==> config.mk <==
export PLATFORM = sky130hd
export DESIGN_NAME = samp_iter_ctrl_flat
export DESIGN_NICKNAME = d
export VERILOG_FILES = /design/src/rtl/rast_iter_pkg.sv /design/src/rtl/samp_iter_ctrl_if.sv /design/src/rtl/samp_iter_ctrl_step_gen.sv /design/src/rtl/samp_iter_ctrl.sv /design/src/flat_wrapper.sv
export SDC_FILE = /design/constraint.sdc
export NUM_CORES = 1
export LEC_CHECK = 0
export CORE_AREA = 5 5 335 337
export CTS_BUF_LIST = sky130_fd_sc_hd__clkbuf_2 sky130_fd_sc_hd__clkbuf_4 sky130_fd_sc_hd__clkbuf_8
export DETAILED_ROUTE_END_ITERATION = 16
export DIE_AREA = 0 0 340 342
export PLACE_DENSITY = 0.44
export SETUP_SLACK_MARGIN = 0.5
export SYNTH_ARGS = -nofsm -noshare
export SYNTH_HDL_FRONTEND = slang
export SYNTH_HIERARCHICAL = 1
export SYNTH_SLANG_ARGS = --single-unit
==> constraint.sdc <==
create_clock -name clk -period 9.2 [get_ports clk]
set_clock_uncertainty 0.15 [all_clocks]
set_input_delay 1.84 -clock clk [delete_from_list [all_inputs] [get_ports clk]]
set_output_delay 1.84 -clock clk [all_outputs]
set_load 0.01 [all_outputs]
==> src/rtl/rast_iter_pkg.sv <==
// Shared sizing constants, FSM state type and sub-sample step lookup for the
// multi-sample iterator.
package rast_iter_pkg;

    localparam int SIGFIG = 24;
    localparam int RADIX  = 10;
    localparam int VERTS  = 3;
    localparam int AXIS   = 3;
    localparam int COLORS = 3;
    localparam int SAMPS  = 4;

    typedef enum logic {IDLE, ITER} iter_state_e;

    typedef logic signed [SIGFIG-1:0] pos_t;

    localparam logic [3:0] SS_1X  = 4'b1000;
    localparam logic [3:0] SS_4X  = 4'b0100;
    localparam logic [3:0] SS_16X = 4'b0010;
    localparam logic [3:0] SS_64X = 4'b0001;

    // Grid pitch in fixed point; an illegal code falls back to one sample per pixel.
    function automatic pos_t step_size(input logic [3:0] sub_sample);
        pos_t step;
        case (sub_sample)
            SS_4X:   step = pos_t'(1 << (RADIX - 1));
            SS_16X:  step = pos_t'(1 << (RADIX - 2));
            SS_64X:  step = pos_t'(1 << (RADIX - 3));
            default: step = pos_t'(1 << RADIX);
        endcase
        return step;
    endfunction

endpackage

==> src/rtl/samp_iter_ctrl_if.sv <==
// Bundle between the bbox stage, the iterator and the sample-test stage.
interface samp_iter_ctrl_if;
    import rast_iter_pkg::*;

    logic signed [VERTS-1:0][AXIS-1:0][SIGFIG-1:0] tri_R13S;
    logic        [COLORS-1:0][SIGFIG-1:0]          color_R13U;
    logic signed [1:0][1:0][SIGFIG-1:0]            box_R13S;
    logic                                          validTri_R13H;
    logic        [3:0]                             subSample_RnnnnU;

    logic                                          halt_RnnnnL;
    logic signed [VERTS-1:0][AXIS-1:0][SIGFIG-1:0] tri_R14S;
    logic        [COLORS-1:0][SIGFIG-1:0]          color_R14U;
    logic signed [SAMPS-1:0][1:0][SIGFIG-1:0]      sample_R14S;
    logic        [SAMPS-1:0]                       validSamp_R14H;

    modport master (
        output tri_R13S, color_R13U, box_R13S, validTri_R13H, subSample_RnnnnU,
        input  halt_RnnnnL, tri_R14S, color_R14U, sample_R14S, validSamp_R14H
    );

    modport slave (
        input  tri_R13S, color_R13U, box_R13S, validTri_R13H, subSample_RnnnnU,
        output halt_RnnnnL, tri_R14S, color_R14U, sample_R14S, validSamp_R14H
    );

endinterface

==> src/rtl/samp_iter_ctrl_step_gen.sv <==
// Combinational lane generator and raster advance for one iterator cycle.
module samp_step_gen import rast_iter_pkg::*; (
    input  pos_t cur_x,
    input  pos_t cur_y,
    input  pos_t ll_x,
    input  pos_t ur_x,
    input  pos_t ur_y,
    input  pos_t step,
    output pos_t nxt_x,
    output pos_t nxt_y,
    output logic row_wrap,
    output logic last,
    output logic signed [SAMPS-1:0][1:0][SIGFIG-1:0] lane_pos,
    output logic [SAMPS-1:0] lane_valid
);

    // One extra bit so sums near the top of the positive range never wrap negative.
    typedef logic signed [SIGFIG:0] wide_t;

    wide_t lane_x;
    wide_t nx;
    wide_t ny;
    logic  x_fits;
    logic  y_fits;

    always_comb begin
        lane_x     = wide_t'(cur_x);
        lane_pos   = '0;
        lane_valid = '0;
        for (int i = 0; i < SAMPS; i++) begin
            lane_pos[i][0] = lane_x[SIGFIG-1:0];
            lane_pos[i][1] = cur_y;
            lane_valid[i]  = (lane_x <= wide_t'(ur_x));
            lane_x         = lane_x + wide_t'(step);
        end
    end

    always_comb begin
        nx       = wide_t'(cur_x) + wide_t'(SAMPS) * wide_t'(step);
        ny       = wide_t'(cur_y) + wide_t'(step);
        x_fits   = (nx <= wide_t'(ur_x));
        y_fits   = (ny <= wide_t'(ur_y));
        row_wrap = !x_fits && y_fits;
        last     = !x_fits && !y_fits;
        nxt_x    = x_fits ? pos_t'(nx[SIGFIG-1:0]) : ll_x;
        nxt_y    = row_wrap ? pos_t'(ny[SIGFIG-1:0]) : cur_y;
    end

endmodule

==> src/rtl/samp_iter_ctrl.sv <==
// Multi-sample iterator: accepts one bounded triangle, then walks its box in
// raster order issuing SAMPS adjacent sample locations per cycle.
module samp_iter_ctrl import rast_iter_pkg::*; (
    input  logic             clk,
    input  logic             rst,
    samp_iter_ctrl_if.slave  bus
);

    typedef logic signed [VERTS-1:0][AXIS-1:0][SIGFIG-1:0] tri_t;
    typedef logic [COLORS-1:0][SIGFIG-1:0]                 color_t;

    iter_state_e state_q, state_d;
    tri_t        tri_q, tri_d;
    color_t      color_q, color_d;
    pos_t        ll_x_q, ll_x_d;
    pos_t        ur_x_q, ur_x_d;
    pos_t        ur_y_q, ur_y_d;
    pos_t        step_q, step_d;
    pos_t        cur_x_q, cur_x_d;
    pos_t        cur_y_q, cur_y_d;

    pos_t        nxt_x;
    pos_t        nxt_y;
    logic        row_wrap;
    logic        last;
    logic signed [SAMPS-1:0][1:0][SIGFIG-1:0] lane_pos;
    logic        [SAMPS-1:0]                  lane_valid;

    samp_step_gen u_step_gen (
        .cur_x      (cur_x_q),
        .cur_y      (cur_y_q),
        .ll_x       (ll_x_q),
        .ur_x       (ur_x_q),
        .ur_y       (ur_y_q),
        .step       (step_q),
        .nxt_x      (nxt_x),
        .nxt_y      (nxt_y),
        .row_wrap   (row_wrap),
        .last       (last),
        .lane_pos   (lane_pos),
        .lane_valid (lane_valid)
    );

    always_comb begin
        state_d = state_q;
        tri_d   = tri_q;
        color_d = color_q;
        ll_x_d  = ll_x_q;
        ur_x_d  = ur_x_q;
        ur_y_d  = ur_y_q;
        step_d  = step_q;
        cur_x_d = cur_x_q;
        cur_y_d = cur_y_q;
        case (state_q)
            IDLE: begin
                if (bus.validTri_R13H) begin
                    tri_d   = bus.tri_R13S;
                    color_d = bus.color_R13U;
                    ll_x_d  = bus.box_R13S[0][0];
                    ur_x_d  = bus.box_R13S[1][0];
                    ur_y_d  = bus.box_R13S[1][1];
                    step_d  = step_size(bus.subSample_RnnnnU);
                    cur_x_d = bus.box_R13S[0][0];
                    cur_y_d = bus.box_R13S[0][1];
                    state_d = ITER;
                end
            end
            ITER: begin
                if (last) begin
                    state_d = IDLE;
                end else if (row_wrap) begin
                    cur_x_d = nxt_x;
                    cur_y_d = nxt_y;
                end else begin
                    cur_x_d = nxt_x;
                end
            end
            default: state_d = IDLE;
        endcase
    end

    always_ff @(posedge clk) begin
        if (rst) begin
            state_q <= IDLE;
            tri_q   <= '0;
            color_q <= '0;
            ll_x_q  <= '0;
            ur_x_q  <= '0;
            ur_y_q  <= '0;
            step_q  <= '0;
            cur_x_q <= '0;
            cur_y_q <= '0;
        end else begin
            state_q <= state_d;
            tri_q   <= tri_d;
            color_q <= color_d;
            ll_x_q  <= ll_x_d;
            ur_x_q  <= ur_x_d;
            ur_y_q  <= ur_y_d;
            step_q  <= step_d;
            cur_x_q <= cur_x_d;
            cur_y_q <= cur_y_d;
        end
    end

    // With step cleared by reset every lane sits at the origin until the first triangle.
    assign bus.halt_RnnnnL    = (state_q == IDLE);
    assign bus.tri_R14S       = tri_q;
    assign bus.color_R14U     = color_q;
    assign bus.sample_R14S    = lane_pos;
    assign bus.validSamp_R14H = (state_q == ITER) ? lane_valid : '0;

    a_stable_while_halted: assert property (@(posedge clk) disable iff (rst)
        (bus.validTri_R13H && !bus.halt_RnnnnL && $past(bus.validTri_R13H && !bus.halt_RnnnnL))
        |-> ($stable(bus.tri_R13S) && $stable(bus.color_R13U) &&
             $stable(bus.box_R13S) && $stable(bus.subSample_RnnnnU)));

    a_box_ordered: assert property (@(posedge clk) disable iff (rst)
        (state_q == IDLE && bus.validTri_R13H)
        |-> ($signed(bus.box_R13S[1][0]) >= $signed(bus.box_R13S[0][0]) &&
             $signed(bus.box_R13S[1][1]) >= $signed(bus.box_R13S[0][1])));

endmodule

==> src/flat_wrapper.sv <==
// flat-port wrapper written by rule: the top's interface ports become plain ports
module samp_iter_ctrl_flat import rast_iter_pkg::*;
  (clk, rst, bus_tri_R13S, bus_color_R13U, bus_box_R13S, bus_validTri_R13H, bus_subSample_RnnnnU, bus_halt_RnnnnL, bus_tri_R14S, bus_color_R14U, bus_sample_R14S, bus_validSamp_R14H);
  samp_iter_ctrl_if bus_i ();
  input  logic clk;
  input  logic rst;
  input wire logic [$bits(bus_i.tri_R13S)-1:0] bus_tri_R13S;
  input wire logic [$bits(bus_i.color_R13U)-1:0] bus_color_R13U;
  input wire logic [$bits(bus_i.box_R13S)-1:0] bus_box_R13S;
  input wire logic [$bits(bus_i.validTri_R13H)-1:0] bus_validTri_R13H;
  input wire logic [$bits(bus_i.subSample_RnnnnU)-1:0] bus_subSample_RnnnnU;
  output wire logic [$bits(bus_i.halt_RnnnnL)-1:0] bus_halt_RnnnnL;
  output wire logic [$bits(bus_i.tri_R14S)-1:0] bus_tri_R14S;
  output wire logic [$bits(bus_i.color_R14U)-1:0] bus_color_R14U;
  output wire logic [$bits(bus_i.sample_R14S)-1:0] bus_sample_R14S;
  output wire logic [$bits(bus_i.validSamp_R14H)-1:0] bus_validSamp_R14H;
  assign bus_i.tri_R13S = bus_tri_R13S;
  assign bus_i.color_R13U = bus_color_R13U;
  assign bus_i.box_R13S = bus_box_R13S;
  assign bus_i.validTri_R13H = bus_validTri_R13H;
  assign bus_i.subSample_RnnnnU = bus_subSample_RnnnnU;
  assign bus_halt_RnnnnL = bus_i.halt_RnnnnL;
  assign bus_tri_R14S = bus_i.tri_R14S;
  assign bus_color_R14U = bus_i.color_R14U;
  assign bus_sample_R14S = bus_i.sample_R14S;
  assign bus_validSamp_R14H = bus_i.validSamp_R14H;
  samp_iter_ctrl u_core (.clk(clk), .rst(rst), .bus(bus_i));
endmodule
==> metrics.yaml <==
r2r_cells: 21
cp_common_cell: "ha_1"
drv_cap: 0
ys_ff_latch: 413
first_pass_iters: 5
cellPowerDensity_mw_per_mm2: 352
fmax_mhz: 119
vias: 25600
synth_ff_type: "dfxtp_1"
path_depth: 28
placed_cell_area_sq_mm: 0.0345
wl_met1_um: 56000
routed_wl_um: 139000
initial_core_util_pct: 23.0
max_stage_delay_ns: 0.40
hpwlAfterDp_um: 112000
critPathMaxFanout: 6
syn_avg_cell_area_sq_um: 7.93
worst_slew_pin_slew_ns: 1.20
reg2reg_slack_ns: 2.78
path_buf_inv: 3
die_x_um: 340
clk_pin_slew_ns: 0.06
setup_violations: 0
clock_sinks: 413
postSynth.asyncResetShare_pct: 0
status: "finished, final reports clean"
start_kind: "register"
die-height_um: 342
leakagePower_nw: 14.8
cp.arrival_ns: 6.40
nFillCells: 11600
netlist_area_sq_mm: 0.0250
tritoncts: "done"
pin_count: 876
gp_congestion: 0.949
cp.required_ns: 7.21
drive_above_1_share_pct: 8.78
via_per_inst: 4.67
fp.coreArea_sq_mm: 0.109
area_delta_synth_final_pct: 48.9
grt_pass1_wl_um: 191000
numPortBuffers: 875
crit_path_top_delay_cell: "ha_1"
synth_cell_types: 68
worstSkewPairLatency_ns: 0.73
layout.nets: 4657
grt_usage_pct: 22.6
r2r-end: "u_core/cur_x_q[19]$_SDFFE_PP0P_"
antenna_found_initial: 55
first_global_vias: 25200
drt_iter0_drc: 1571
synth_edf_count: 0
ir_drop_mv: 0.207
yosys_warnings: 6
crit_path_start: "u_core/cur_x_q[9]$_SDFFE_PP0P_"
die_area_sq_mm: 0.116
path_class: "register to primary output"
slew_headroom_pct: 20.0
htreeDepth: 3
met2WireLength_um: 70200
cts_buffer_depth: 3
drt_drc_violations_left: 0
routedWlPerCell_um: 25.3
cts_buffers: 87
setup_tns_ns: 0
final_max_slew_viol_count: 0
grt_start_max_net_pins: 175
final.min_clock_period_ns: 8.39
ys_seq_area_share_pct: 33.1
syn_inst: 3149
gr-total-overflow: 0
cp-end-kind: "primary output"
num_rows: 121
rsz0062_at_grt: "yes"
fin_area_sq_mm: 0.0372
ctsRootBufferMaster: "clkbuf_8"
wl_met3_um: 10000
endpoint: "bus_validSamp_R14H[3]"
min_path_type: "register to register"
fin_crit_sh_pct: 91.2
reg2reg_from: "u_core/cur_y_q[10]$_SDFFE_PP0P_"
top_layer: "met5"
path_delay_family: "compound AO/OA/AOI/OAI gates"
final_antenna_net_count: 0
hold_viol: 0
## cells in the mapped netlist, drive strengths merged, types with 49 or more instances
library cell / n / share of area (%)
a211oi: 62 / 1.9
a21o: 86 / 2.6
a21oi: 474 / 9.6
buf: 223 / 5.7
clkbuf: 59 / 0.89
dfxtp: 413 / 33
ha: 264 / 13
inv: 82 / 1.2
nand2: 816 / 12
nor2: 67 / 1.0
nor2b: 49 / 1.2
o21ai: 55 / 1.1
xnor2: 75 / 2.6
## worst min-delay path: cells and delay by family (launching register included)
family             cells  cell delay (ns)
and+or+nand+nor        1             0.05
AOI/OAI and AO/OA      1             0.05
DFF                    1             0.30
## placed cells by master (no fill, tap or decap), types with 58 or more instances in the layout
master,synthesis,layout
ha_1,264,250
xnor2_1,75,64
inv_1,82,82
a21o_1,86,86
a21oi_1,472,463
clkdlybuf4s50_1,0,872
nand2_1,816,815
dfxtp_1,413,406
a211oi_1,60,60
nor2_1,66,63
conb_1,1,105
buf_4,126,58
clkbuf_8,0,105
## report_power, final
group | total, mW | switching, mW | internal, mW
registers | 2.27 | 0.272 | 2.00
clock network | 2.25 | 0.942 | 1.30
logic | 8.56 | 4.47 | 4.10
total | 13.1 | 5.68 | 7.40
## metal layers
layer  track usage [%]  vias up
met3              6.25      195
met2              40.8      832
li1                  -    12400
met1              26.7    12200
met5                 0        -
met4              5.20       10
## cell families after synthesis
family | synth area share (%)
other cells | 0.0150
simple gates | 18.4
compound gates | 20.0
mux | 3.22
fa+ha+maj | 13.6
xor+xnor | 3.75
flops | 33.1
buf+inv | 7.85
## state kept, by name, indices dropped and copies added (netlist names)
signal,count
u_core/bus.color_R14U,72
u_core/bus.tri_R14S,216
u_core/cur_x_q,24
u_core/cur_y_q,24
u_core/ll_x_q,24
u_core/state_q,1
u_core/step_q,4
u_core/ur_x_q,24
u_core/ur_y_q,24
## what timing repair did
item | CTS | global route
gates resized for setup | 38 | 52
setup buffers | 18 | 20
pin swaps | 17 | 37
endpoints found under the setup margin | 2 | 2
hold buffers | 0 | 0
## metrics by stage
step | hold slack (ns) | total power, mW | worst slack, ns | utilization, % | instances
final | 0.301 | 13.1 | 0.811 | 34.2 | 5493
after global routing | 0.315 | 14.1 | 0.433 | 34.2 | 5486
after CTS | 0.303 | 12.8 | 0.502 | 33.8 | 5459
after detailed placement | 0.296 | 10.3 | 0.301 | 31.8 | 5284
after global placement | 0.290 | 10.3 | 0.402 | 31.8 | 5284
after floorplan | 0.284 | 7.16 | 1.57 | - | 3253
## how the worst min path moves through the flow
| stage | start | to | depth (start not counted) |
|---|---|---|---|
| after global routing | u_core/bus.tri_R14S[191]$_SDFFE_PP0P_ | u_core/bus.tri_R14S[191]$_SDFFE_PP0P_ | 2 |
| after global placement | u_core/ll_x_q[7]$_SDFFE_PP0P_ | u_core/ll_x_q[7]$_SDFFE_PP0P_ | 2 |
| final | u_core/bus.tri_R14S[34]$_SDFFE_PP0P_ | u_core/bus.tri_R14S[34]$_SDFFE_PP0P_ | 2 |
| after CTS | u_core/bus.tri_R14S[89]$_SDFFE_PP0P_ | u_core/bus.tri_R14S[89]$_SDFFE_PP0P_ | 2 |
| after detailed placement | u_core/bus.tri_R14S[89]$_SDFFE_PP0P_ | u_core/bus.tri_R14S[89]$_SDFFE_PP0P_ | 2 |
| after floorplan | u_core/ll_x_q[0]$_SDFFE_PP0P_ | u_core/ll_x_q[0]$_SDFFE_PP0P_ | 2 |
## cell type report
class / count / area, sq um / area share [%]
antenna: 14 / 35.0 / 0.0942
clock inverter: 20 / 251 / 0.676
tap: 1414 / 1770 / 4.76
inverter: 82 / 308 / 0.828
clock buffer: 137 / 1690 / 4.53
sequential: 413 / 8290 / 22.3
multi-input combinational: 2476 / 15600 / 41.9
timing repair buffer: 937 / 9270 / 24.9
(Power assumes the default switching activity.)
